### src/rtl/mac_seq_ctrl.sv
// mac_seq_ctrl
// Sequencer for a matrix-vector multiply on an external MAC:
//   result[r] = sum_k A[r][k] * B[k],  r = 0..M-1, k = 0..N-1
// Reads A (row-major, r*N+k) and B (k) from 1-cycle-latency synchronous RAMs.
// Feeds the operand pairs to the MAC and clears the accumulator before each row.
// Writes the finished accumulator of each row to a result RAM.
//
// Ports
//   clk, rst_n            clock and synchronous active-low reset
//   start / busy / done   job handshake (start accepted only when idle, done = 1-cycle pulse)
//   a_addr / a_rdata      A RAM read port
//   b_addr / b_rdata      B RAM read port
//   mac_a, mac_b          MAC operands (zero in every non-data cycle)
//   macc_clear            MAC accumulator clear
//   mac_out               MAC registered accumulator
//   res_we / res_addr / res_wdata   result RAM write port
//
// Row schedule (N+3 cycles): CLEAR, N x FEED, DRAIN, WRITE.
module mac_seq_ctrl #(
  parameter int DW    = 8,
  parameter int ACC_W = 19,
  parameter int N     = 8,
  parameter int M     = 8,
  parameter int AW_A  = 6,
  parameter int AW_B  = 3,
  parameter int AW_R  = 3
) (
  input  logic             clk,
  input  logic             rst_n,
  input  logic             start,
  output logic             busy,
  output logic             done,
  output logic [AW_A-1:0]  a_addr,
  input  logic [DW-1:0]    a_rdata,
  output logic [AW_B-1:0]  b_addr,
  input  logic [DW-1:0]    b_rdata,
  output logic [DW-1:0]    mac_a,
  output logic [DW-1:0]    mac_b,
  output logic             macc_clear,
  input  logic [ACC_W-1:0] mac_out,
  output logic             res_we,
  output logic [AW_R-1:0]  res_addr,
  output logic [ACC_W-1:0] res_wdata
);

  typedef enum logic [2:0] {
    ST_IDLE  = 3'd0,
    ST_CLEAR = 3'd1,
    ST_FEED  = 3'd2,
    ST_DRAIN = 3'd3,
    ST_WRITE = 3'd4
  } state_t;

  localparam logic [AW_B-1:0] K_LAST   = AW_B'(N - 1);
  localparam logic [AW_R-1:0] ROW_LAST = AW_R'(M - 1);

  state_t            state_r;
  state_t            next_s;
  logic [AW_R-1:0]   row_r;
  logic [AW_B-1:0]   k_r;
  // Running A address; because A is row-major and rows are visited in order,
  // it always equals row*N+k without needing a multiplier.
  logic [AW_A-1:0]   a_ptr_r;
  logic              rd_valid_r;
  logic              done_r;

  // State register.
  always_ff @(posedge clk) begin
    if (!rst_n) begin
      state_r <= ST_IDLE;
    end else begin
      state_r <= next_s;
    end
  end

  // Next-state decode.
  always_comb begin
    next_s = state_r;
    case (state_r)
      ST_IDLE: begin
        if (start) begin
          next_s = ST_CLEAR;
        end else begin
          next_s = ST_IDLE;
        end
      end
      ST_CLEAR: next_s = ST_FEED;
      ST_FEED: begin
        if (k_r == K_LAST) begin
          next_s = ST_DRAIN;
        end else begin
          next_s = ST_FEED;
        end
      end
      ST_DRAIN: next_s = ST_WRITE;
      ST_WRITE: begin
        if (row_r == ROW_LAST) begin
          next_s = ST_IDLE;
        end else begin
          next_s = ST_CLEAR;
        end
      end
      default: next_s = ST_IDLE;
    endcase
  end

  // Row, element and A-address counters.
  always_ff @(posedge clk) begin
    if (!rst_n) begin
      row_r   <= '0;
      k_r     <= '0;
      a_ptr_r <= '0;
    end else begin
      case (state_r)
        ST_IDLE: begin
          row_r   <= '0;
          k_r     <= '0;
          a_ptr_r <= '0;
        end
        ST_CLEAR: begin
          k_r <= '0;
        end
        ST_FEED: begin
          k_r     <= k_r + AW_B'(1);
          a_ptr_r <= a_ptr_r + AW_A'(1);
        end
        ST_WRITE: begin
          if (row_r != ROW_LAST) begin
            row_r <= row_r + AW_R'(1);
          end else begin
            row_r <= row_r;
          end
        end
        default: begin
          row_r   <= row_r;
          k_r     <= k_r;
          a_ptr_r <= a_ptr_r;
        end
      endcase
    end
  end

  // RAM data returns one cycle after a FEED address, so operand validity
  // is FEED delayed by one cycle; done pulses the cycle after the last WRITE.
  always_ff @(posedge clk) begin
    if (!rst_n) begin
      rd_valid_r <= 1'b0;
      done_r     <= 1'b0;
    end else begin
      rd_valid_r <= (state_r == ST_FEED);
      done_r     <= (state_r == ST_WRITE) && (row_r == ROW_LAST);
    end
  end

  // Moore output decode from the state register.
  always_comb begin
    busy       = 1'b0;
    macc_clear = 1'b0;
    a_addr     = '0;
    b_addr     = '0;
    res_we     = 1'b0;
    res_addr   = '0;
    case (state_r)
      ST_IDLE: begin
        macc_clear = 1'b1;
      end
      ST_CLEAR: begin
        busy       = 1'b1;
        macc_clear = 1'b1;
      end
      ST_FEED: begin
        busy   = 1'b1;
        a_addr = a_ptr_r;
        b_addr = k_r;
      end
      ST_DRAIN: begin
        busy = 1'b1;
      end
      ST_WRITE: begin
        busy     = 1'b1;
        res_we   = 1'b1;
        res_addr = row_r;
      end
      default: begin
        macc_clear = 1'b1;
      end
    endcase
  end

  // Zero operands outside data cycles so the free-running MAC adds nothing.
  assign mac_a     = rd_valid_r ? a_rdata : {DW{1'b0}};
  assign mac_b     = rd_valid_r ? b_rdata : {DW{1'b0}};
  assign res_wdata = mac_out;
  assign done      = done_r;

endmodule

### config.mk
export PLATFORM = sky130hd
export DESIGN_NAME = mac_seq_ctrl
export DESIGN_NICKNAME = d
export VERILOG_FILES = /design/src/rtl/mac_seq_ctrl.sv
export SDC_FILE = /design/constraint.sdc
export NUM_CORES = 1
export LEC_CHECK = 0
export CORE_ASPECT_RATIO = 1.1
export CORE_MARGIN = 4
export CORE_UTILIZATION = 30
export CTS_CLUSTER_DIAMETER = 120
export DETAILED_ROUTE_END_ITERATION = 16
export GPL_ROUTABILITY_DRIVEN = 0
export PLACE_DENSITY = 0.76
export SLEW_MARGIN = 20
export SYNTH_ARGS = -nofsm -noshare
export SYNTH_HDL_FRONTEND = slang
export SYNTH_SLANG_ARGS = --single-unit
export TNS_END_PERCENT = 50
### constraint.sdc
create_clock -name clk -period 2.3 [get_ports clk]
set_clock_uncertainty 0.05 [all_clocks]
set_input_delay 0.46 -clock clk [delete_from_list [all_inputs] [get_ports clk]]
set_output_delay 0.46 -clock clk [all_outputs]
set_load 0.05 [all_outputs]
### After elaboration in Yosys (flattened, before gate mapping)

Index checks and enable logic that the tools add are counted.
Widths: inputs -> output; s select.

| word-level totals | value |
|---|---|
| bits of input ports | 38 |
| output and inout port bits | 51 |
| register bits | 17 |
| word-level logic and storage cells | 42 |

| cells by class | value |
|---|---|
| add/sub/neg operators | 3 |
| reductions and logical operators | 9 |
| mux-type cells | 16 |
| equal/unequal tests | 8 |

Operators with widths:

| operator | count |
|---|---|
| $mux 8 | 2 |
| $pmux 3 s5 | 1 |
| $pmux 3 s2 | 2 |
| $pmux 6 s2 | 1 |
| $eq 3x3->1 const B | 3 |
| $mux 3 | 3 |
| $add 3x1->3 const B | 2 |
| $add 6x1->6 const B | 1 |
| $eq 3x2->1 const B | 2 |
| $mux 1 | 6 |
| $mux 6 | 1 |
| $reduce_bool 2->1 | 3 |
| $reduce_or 4->1 | 1 |
| $eq 3x1->1 const B | 1 |
| $logic_not 3->1 | 1 |
| $ne 3x3->1 const B | 1 |
| $reduce_or 3->1 | 1 |
| $ne 2x2->1 const B | 1 |
| $reduce_and 2->1 | 1 |
| $reduce_or 2->1 | 1 |
| $logic_and 1x1->1 | 1 |

### Logic depth before layout (Yosys ltp)

Gate-level depths: netlist of run 1.

| logic depth | value |
|---|---|
| word-level depth | 3 |
| gate-level depth with buffers | 5 |
| gate-level depth less buffers | 5 |

### Worst setup path after synthesis of run 1

OpenSTA, ideal clock, no wires.

| timing | value |
|---|---|
| path type | register to output |
| start point | reg state_r[2] |
| end point | out macc_clear |
| data arrival time | 1.602 ns |
| path buffers | 1 |
| slack | 0.188 ns |
| stages on the path, launching flop included | 4 |
| required time | 1.790 ns |
| cells stage by stage | dfxtp_1 > clkbuf_1 > and2_1 > nor2_1 |

| between the ends | value |
|---|---|
| word-level cells in the longest chain between the ends | 3 |
| elaborated cells on any way between the ends | 5 |
| classes of those cells | eq/ne: 3; mux: 1; reduce/logical: 1 |

RTL lines:

| what | line | RTL |
|---|---|---|
| start, declared | 57 | `state_t state_r;` |
| start signal, assigned | 72 | `state_r <= next_s;` |
| $eq 3x2->1 or $eq 3x3->1 (tied branches) | 163 | `case (state_r)` |
| $reduce_or 3->1 (no line) * | -- |  |
| $mux 1 * | 163 |  |
| end, declared | 39 | `output logic macc_clear,` |

Every way passes the cells marked *; elsewhere a longest branch is shown, timed or not.

### Worst setup path after layout of run 1

| timing | value |
|---|---|
| start point | reg state_r[0] |
| end point | out macc_clear |

Same word-level chain as after synthesis.

==> flow_summary.yaml, run 1 <==
outcome:
  status: "finished, final reports clean"
timing:
  worst_pin_slew_ns: 0.5280
  relSlewSlack_pct: 64.30
  maxSlewViolCount: 0
  max_freq_mhz: 470.6
  fin_crit_sh_pct: 92.38
  finalSetupTns_ns: 0
  layout_setup_ws_ns: 0.1753
  final_hold_viol_count: 0
  rsz0062_at_grt: "no"
  min_period_ns: 2.125
  setup_violations: 0
global_route:
  grtUsageTotal_pct: 11.32
  grt_pass1_vias: 969
  grt_max_degree: 17
  grt_overflow_total: 0
  grt_pass1_wl_um: 4291
  antenna_found_initial: 0
detailed_routing:
  met2_length_um: 1484
  wl_met3_um: 273
  met1_length_um: 915
  ant_nets: 0
  drc: 0
  dr.max_layer_used: "met4"
  vias_per_cell: 4.665
  firstDrtPassIters: 4
  drt_iter0_markers: 18
  dr_total_vias: 989
  wl_per_cell_um: 12.72
  wl_um: 2697
die:
  row_count: 22
  die_y_um: 71.76
  fp.dieW_um: 65.96
  die-area_um2: 4733
  initial_core_util_pct: 32.22
  ios: 89
  core_um2: 3441
logic_synthesis:
  synth_cells: 134
  ys_ff_latch: 17
  syn_avg_cell_area_um2: 8.273
  synth_compound_area_share_pct: 8.916
  ys_types: 31
  synth_top_family_by_area: "simple AND/OR/NAND/NOR gates"
  netlist_area_um2: 1109
  synthMuxAreaShare_pct: 4.628
  yosys_warnings: 0
  synthAdderAreaFrac_pct: 5.643
  synth_xor_area_share_pct: 1.580
  syn_nets: 177
  yosysSeqAreaShare_pct: 30.70
  synth_simple_gate_area_share_pct: 32.28
cells_and_area:
  finalNetCount: 208
  num_antenna_cells: 0
  post_route_cells_drive_above_1_share_pct: 25.00
  syn_to_final_growth_pct: 63.21
power_and_ir_drop:
  p_sw_share_pct: 31.37
  power_frac_clock_pct: 23.7
  p_comb_share_pct: 30.2
  p_per_area_nw_per_um2: 383.6
  p_int_mw: 0.4763
  leakage_nw: 0.7480
  p_sw_mw: 0.2177
  peakVddDrop_v: 0.0002382
  power_frac_seq_pct: 46.0
hold_path:
  hold_path_depth: 2
  hold_path.class: "flop to flop"
placed_design:
  post-place-ws_ns: 0.4208
  numPortBuffers: 50
critical_path:
  arrival_ns: 1.61
  crit_cells: 4
  path_buf_inv: 1
  cpPeakStageDelay_ns: 0.54
  crit_family: "simple AND/OR/NAND/NOR gates"
  reg2reg_depth: 3
  slowest_stage: "dfxtp_1"
  required_ns: 1.79
  crit_chain: "nor2_1, and2_1, nor2_1, buf_12"
  critical_path_class: "flop to output pin"
  crit_fanout: 11
  cp-end-kind: "output pin"
  ff2ff_setup_slack_ns: 0.59
  crit_top_cell: "nor2_1"
  startpoint_type: "flop"
cts:
  cts.sinks: 17
  clock_latency_ns: 0.29
  htreeDepth: 1
  cts_tree: "done"
  cts-root-buf: "clkbuf_4"
  clockBufferDepth: 2
  path_clk_slew_ns: 0.11
  cts_hold_buf: 0
  cts_buffers: 3
run:
  max_cap_violations: 0
cell type report:
class / instances / area, um^2
Fill cell: 311 / 1632
Timing Repair Buffer: 52 / 788.3
Multi-Input combinational cell: 90 / 588.1
Sequential cell: 17 / 341.6
Tap cell: 48 / 60.06
Clock buffer: 3 / 22.52
Clock inverter: 1 / 5.005
Inverter: 1 / 3.754
tightest hold or removal path: stages, from the launching register on:
cell,delay [ns]
dfxtp_1,0.35
nand2_1,0.06
a21oi_1,0.05
metrics by stage:
step	cell area, um^2	util (%)	power (mW)	instances	hold slack [ns]
final	1809	52.58	0.6940	212	0.4441
after global routing	1809	52.58	0.7307	212	0.4780
after CTS	1808	52.55	0.7012	212	0.4481
after detailed placement	1780	51.75	0.5375	208	0.4306
after global placement	1780	51.75	0.5342	208	0.4254
after floorplan	1109	-	0.5196	134	0.4073
worst paths after layout:
kind              startpoint    endpoint
setup / recovery  state_r[0]  macc_clear
hold / removal    a_ptr_r[1]  a_ptr_r[1]
setup reg to reg  state_r[2]  a_ptr_r[5]
hold reg to reg   a_ptr_r[1]  a_ptr_r[1]
state kept, by name, summed over array words and instances (netlist names):
register and count:
k_r 3, rd_valid_r 1, a_ptr_r 6, state_r 3, done 1, row_r 3
per-layer routing:
metal / up-vias / track usage (%)
li1: 492 / -
met1: 452 / 11.03
met2: 41 / 22.49
met3: 4 / 2.665
met4: 0 / 4.063
met5: - / 0
what timing repair did:
action,in CTS,in global routing
setup endpoints to repair,0,10
gates resized for setup,0,1
setup buffers,0,0
placed cells by master (no fill, tap or decap), types with 2 or more instances in the layout:
cell type | netlist | final
buf_4 | 19 | 5
clkdlybuf4s50_1 | 0 | 19
nor2_1 | 12 | 12
nor2b_1 | 2 | 2
a21oi_1 | 4 | 4
and2_1 | 26 | 26
buf_12 | 0 | 28
nand3_1 | 3 | 3
and3_1 | 5 | 5
nor3_1 | 2 | 2
dfxtp_1 | 17 | 16
ha_1 | 5 | 5
mux2i_1 | 4 | 4
or4_1 | 2 | 2
o21ai_0 | 2 | 2
a22oi_1 | 4 | 4
nand2_1 | 5 | 5
xnor2_1 | 2 | 2
clkbuf_4 | 0 | 3
cells in the mapped netlist:
cell type / n / area (um^2)
nand2b_1: 1 / 6.260
or4_1: 2 / 15.01
a211o_1: 1 / 8.760
a22oi_1: 4 / 30.03
o211ai_1: 1 / 7.510
o32ai_1: 1 / 8.760
inv_1: 1 / 3.750
nand2_1: 5 / 18.77
xnor2_1: 2 / 17.52
mux2i_1: 4 / 40.04
buf_6: 1 / 11.26
nor4b_1: 1 / 8.760
or2_2: 1 / 6.260
nand3b_1: 1 / 7.510
and3_1: 5 / 31.28
a21oi_1: 4 / 20.02
a21o_1: 1 / 7.510
nand3_1: 3 / 15.01
and2_1: 26 / 162.7
nor3_1: 2 / 10.01
nor2b_1: 2 / 12.51
nor3b_1: 1 / 7.510
a31oi_1: 1 / 6.260
dfxtp_1: 17 / 340.3
clkbuf_1: 6 / 22.52
o21ai_0: 2 / 10.01
or3b_4: 1 / 11.26
nor2_1: 12 / 45.04
mux2_2: 1 / 11.26
buf_4: 19 / 142.6
ha_1: 5 / 62.56
cell families (layout without fill, tap and decap cells):
group,Yosys count,in the layout
muxes,5,5
and+or+nand+nor,63,63
xor gates and xnor gates,2,2
DFF,17,17
adders and majority gates,5,5
buffers and inverters,27,57
AOI/OAI and AO/OA,15,15
power by group through the flow:
stage	logic, mW	clock network (mW)	registers (mW)
finish	0.210	0.165	0.319
global route	0.223	0.185	0.322
CTS	0.212	0.170	0.319
detailed placement	0.212	0	0.325
global placement	0.209	0	0.325
floorplan	0.206	0	0.314
(Power assumes the default switching activity.)
==> inputs of run 2 (changes only) <==
--- a/config.mk
+++ b/config.mk
@@ -6,12 +6,12 @@
 export NUM_CORES = 1
 export LEC_CHECK = 0
 export CORE_ASPECT_RATIO = 1.1
-export CORE_MARGIN = 4
 export CORE_UTILIZATION = 30
 export CTS_CLUSTER_DIAMETER = 120
 export DETAILED_ROUTE_END_ITERATION = 16
 export GPL_ROUTABILITY_DRIVEN = 0
 export PLACE_DENSITY = 0.76
+export RECOVER_POWER = 50
 export SLEW_MARGIN = 20
 export SYNTH_ARGS = -nofsm -noshare
 export SYNTH_HDL_FRONTEND = slang
==> run 2 against run 1 <==
  * First-iteration DRC count down 11%
  * Die area decreased by 17%
  * Largest power group unchanged
  * Sequential power is essentially flat
  * Global-route usage is 1.4 points higher
  * Critical endpoint unchanged
  * Total power fell by 1.8%
  * Sequential cell count unchanged
  * Critical path depth unchanged
==> flow_summary.yaml, run 2 (synthesized netlist as in run 1, its figures left out) <==
critical_path:
  crit_chain: "nor2_1, and2_0, nor2_1, buf_12"
  crit_cells: 4
  arrival_ns: 1.60
  slowest_stage: "dfxtp_1"
  critical_path_class: "flop to output pin"
  path_buf_inv: 1
  cp-end-kind: "output pin"
  cpPeakStageDelay_ns: 0.53
  crit_top_cell: "nor2_1"
  required_ns: 1.79
  reg2reg_depth: 3
  crit_fanout: 11
  startpoint_type: "flop"
  crit_family: "simple AND/OR/NAND/NOR gates"
timing:
  rsz0062_at_grt: "no"
  max_freq_mhz: 473.8
  setup_violations: 0
  final_hold_viol_count: 0
  min_period_ns: 2.110
  relSlewSlack_pct: 62.59
  finalSetupTns_ns: 0
  worst_pin_slew_ns: 0.5611
  maxSlewViolCount: 0
  fin_crit_sh_pct: 91.76
detailed_routing:
  vias_per_cell: 4.693
  firstDrtPassIters: 4
  wl_per_cell_um: 11.41
  dr_total_vias: 995
  drt_iter0_markers: 16
  wl_um: 2419
  drc: 0
  ant_nets: 0
power_and_ir_drop:
  leakage_nw: 0.7386
  p_per_area_nw_per_um2: 378.1
  power_mw: 0.6813
  peakVddDrop_v: 0.0002548
cells_and_area:
  syn_to_final_growth_pct: 62.53
  fillers: 323
  finalNetCount: 208
  post_route_cells_drive_above_1_share_pct: 23.17
  num_antenna_cells: 0
  largest_register_ff_count: 6
  finish.instance_area_um2: 1802
  final_common_cell: "buf_12"
  regMostFlops: "a_ptr_r"
  layout_common_cells: "buf_12, and2_1, clkdlybuf4s50_1, dfxtp_1, nor2_1"
die:
  initial_core_util_pct: 32.22
  ios: 89
  fp.dieW_um: 59.96
  die_y_um: 65.76
  core_um2: 3441
  die-area_um2: 3943
  row_count: 22
cts:
  cts_tree: "done"
  clock_latency_ns: 0.28
  htreeDepth: 1
  cts-root-buf: "clkbuf_4"
  cts.sinks: 17
  post-cts-setup-buffer-count: 0
  cts_hold_buf: 0
  cts_buffers: 3
  path_clk_slew_ns: 0.10
  clockBufferDepth: 2
global_route:
  grt_overflow_total: 0
  grt_pass1_vias: 881
  grtUsageTotal_pct: 12.70
  grt_max_degree: 17
  antenna_found_initial: 0
  grt_pass1_wl_um: 3836
placed_design:
  place_area_um2: 1780
  numPortBuffers: 50
  dp_hpwl_um: 2006
hold_path:
  hold_path_depth: 2
  hold_path.class: "flop to flop"
outcome:
  status: "finished, final reports clean"
run:
  max_cap_violations: 0
-- run 2: changes by cell type in the layout (fill, tap and decap cells not counted), sizes merged --
cell,change
clkbuf,+2
buf,-1
clkdlybuf4s50,-1
clkinv,-1
dlygate4sd3,+1
-- run 2: through the flow --
step / setup WS [ns] / instances / hold WS, ns / util (%)
after floorplan: 0.1878 / 134 / 0.4073 / -
after global placement: 0.4534 / 208 / 0.4263 / 51.75
after detailed placement: 0.4173 / 208 / 0.4327 / 51.75
after CTS: 0.1043 / 212 / 0.4491 / 52.51
after global routing: 0.02863 / 212 / 0.4799 / 52.36
final: 0.1896 / 212 / 0.4503 / 52.36
-- run 2: worst paths after layout --
kind	start	end	slack (ns)
max reg2reg	state_r[2]	a_ptr_r[5]	0.52
min	a_ptr_r[1]	a_ptr_r[1]	0.45
min reg2reg	a_ptr_r[1]	a_ptr_r[1]	0.45
max	state_r[0]	macc_clear	0.19
-- run 2: final cells by class --
type | count | area, um^2 | share of cell area [%]
repair buffers | 52 | 784.5 | 43.54
multi-input cells | 90 | 585.6 | 32.50
flip-flops and latches | 17 | 341.6 | 18.96
well taps | 48 | 60.06 | 3.333
clock buffers | 4 | 26.28 | 1.458
inverters | 1 | 3.754 | 0.2083
-- run 2: metal layers --
metal	vias to the layer above	wire length (um)	GRT usage, %	share of wire (%)
li1	497	-	-	-
met1	452	854	12.05	35
met2	36	1279	24.86	53
met3	10	199	2.362	8.2
met4	0	85	6.395	3.5
met5	-	0	0	0
-- run 2: worst register-to-register path, delay by kind of cell (launching register included) --
kind             cells  cell delay, ns
flip-flops           1            0.46
AND/OR/NAND/NOR      2            1.03
AO/OA/AOI/OAI        1            0.16
-- run 2: repair_timing --
action	CTS	global route
setup endpoints to repair	0	1
resized for setup	0	1
hold endpoints to repair	0	0
-- run 2: power by group --
part           total, mW  internal [mW]  switching [mW]
Sequential         0.319          0.302          0.0167
Clock              0.157         0.0672          0.0895
Combinational      0.206          0.107          0.0988
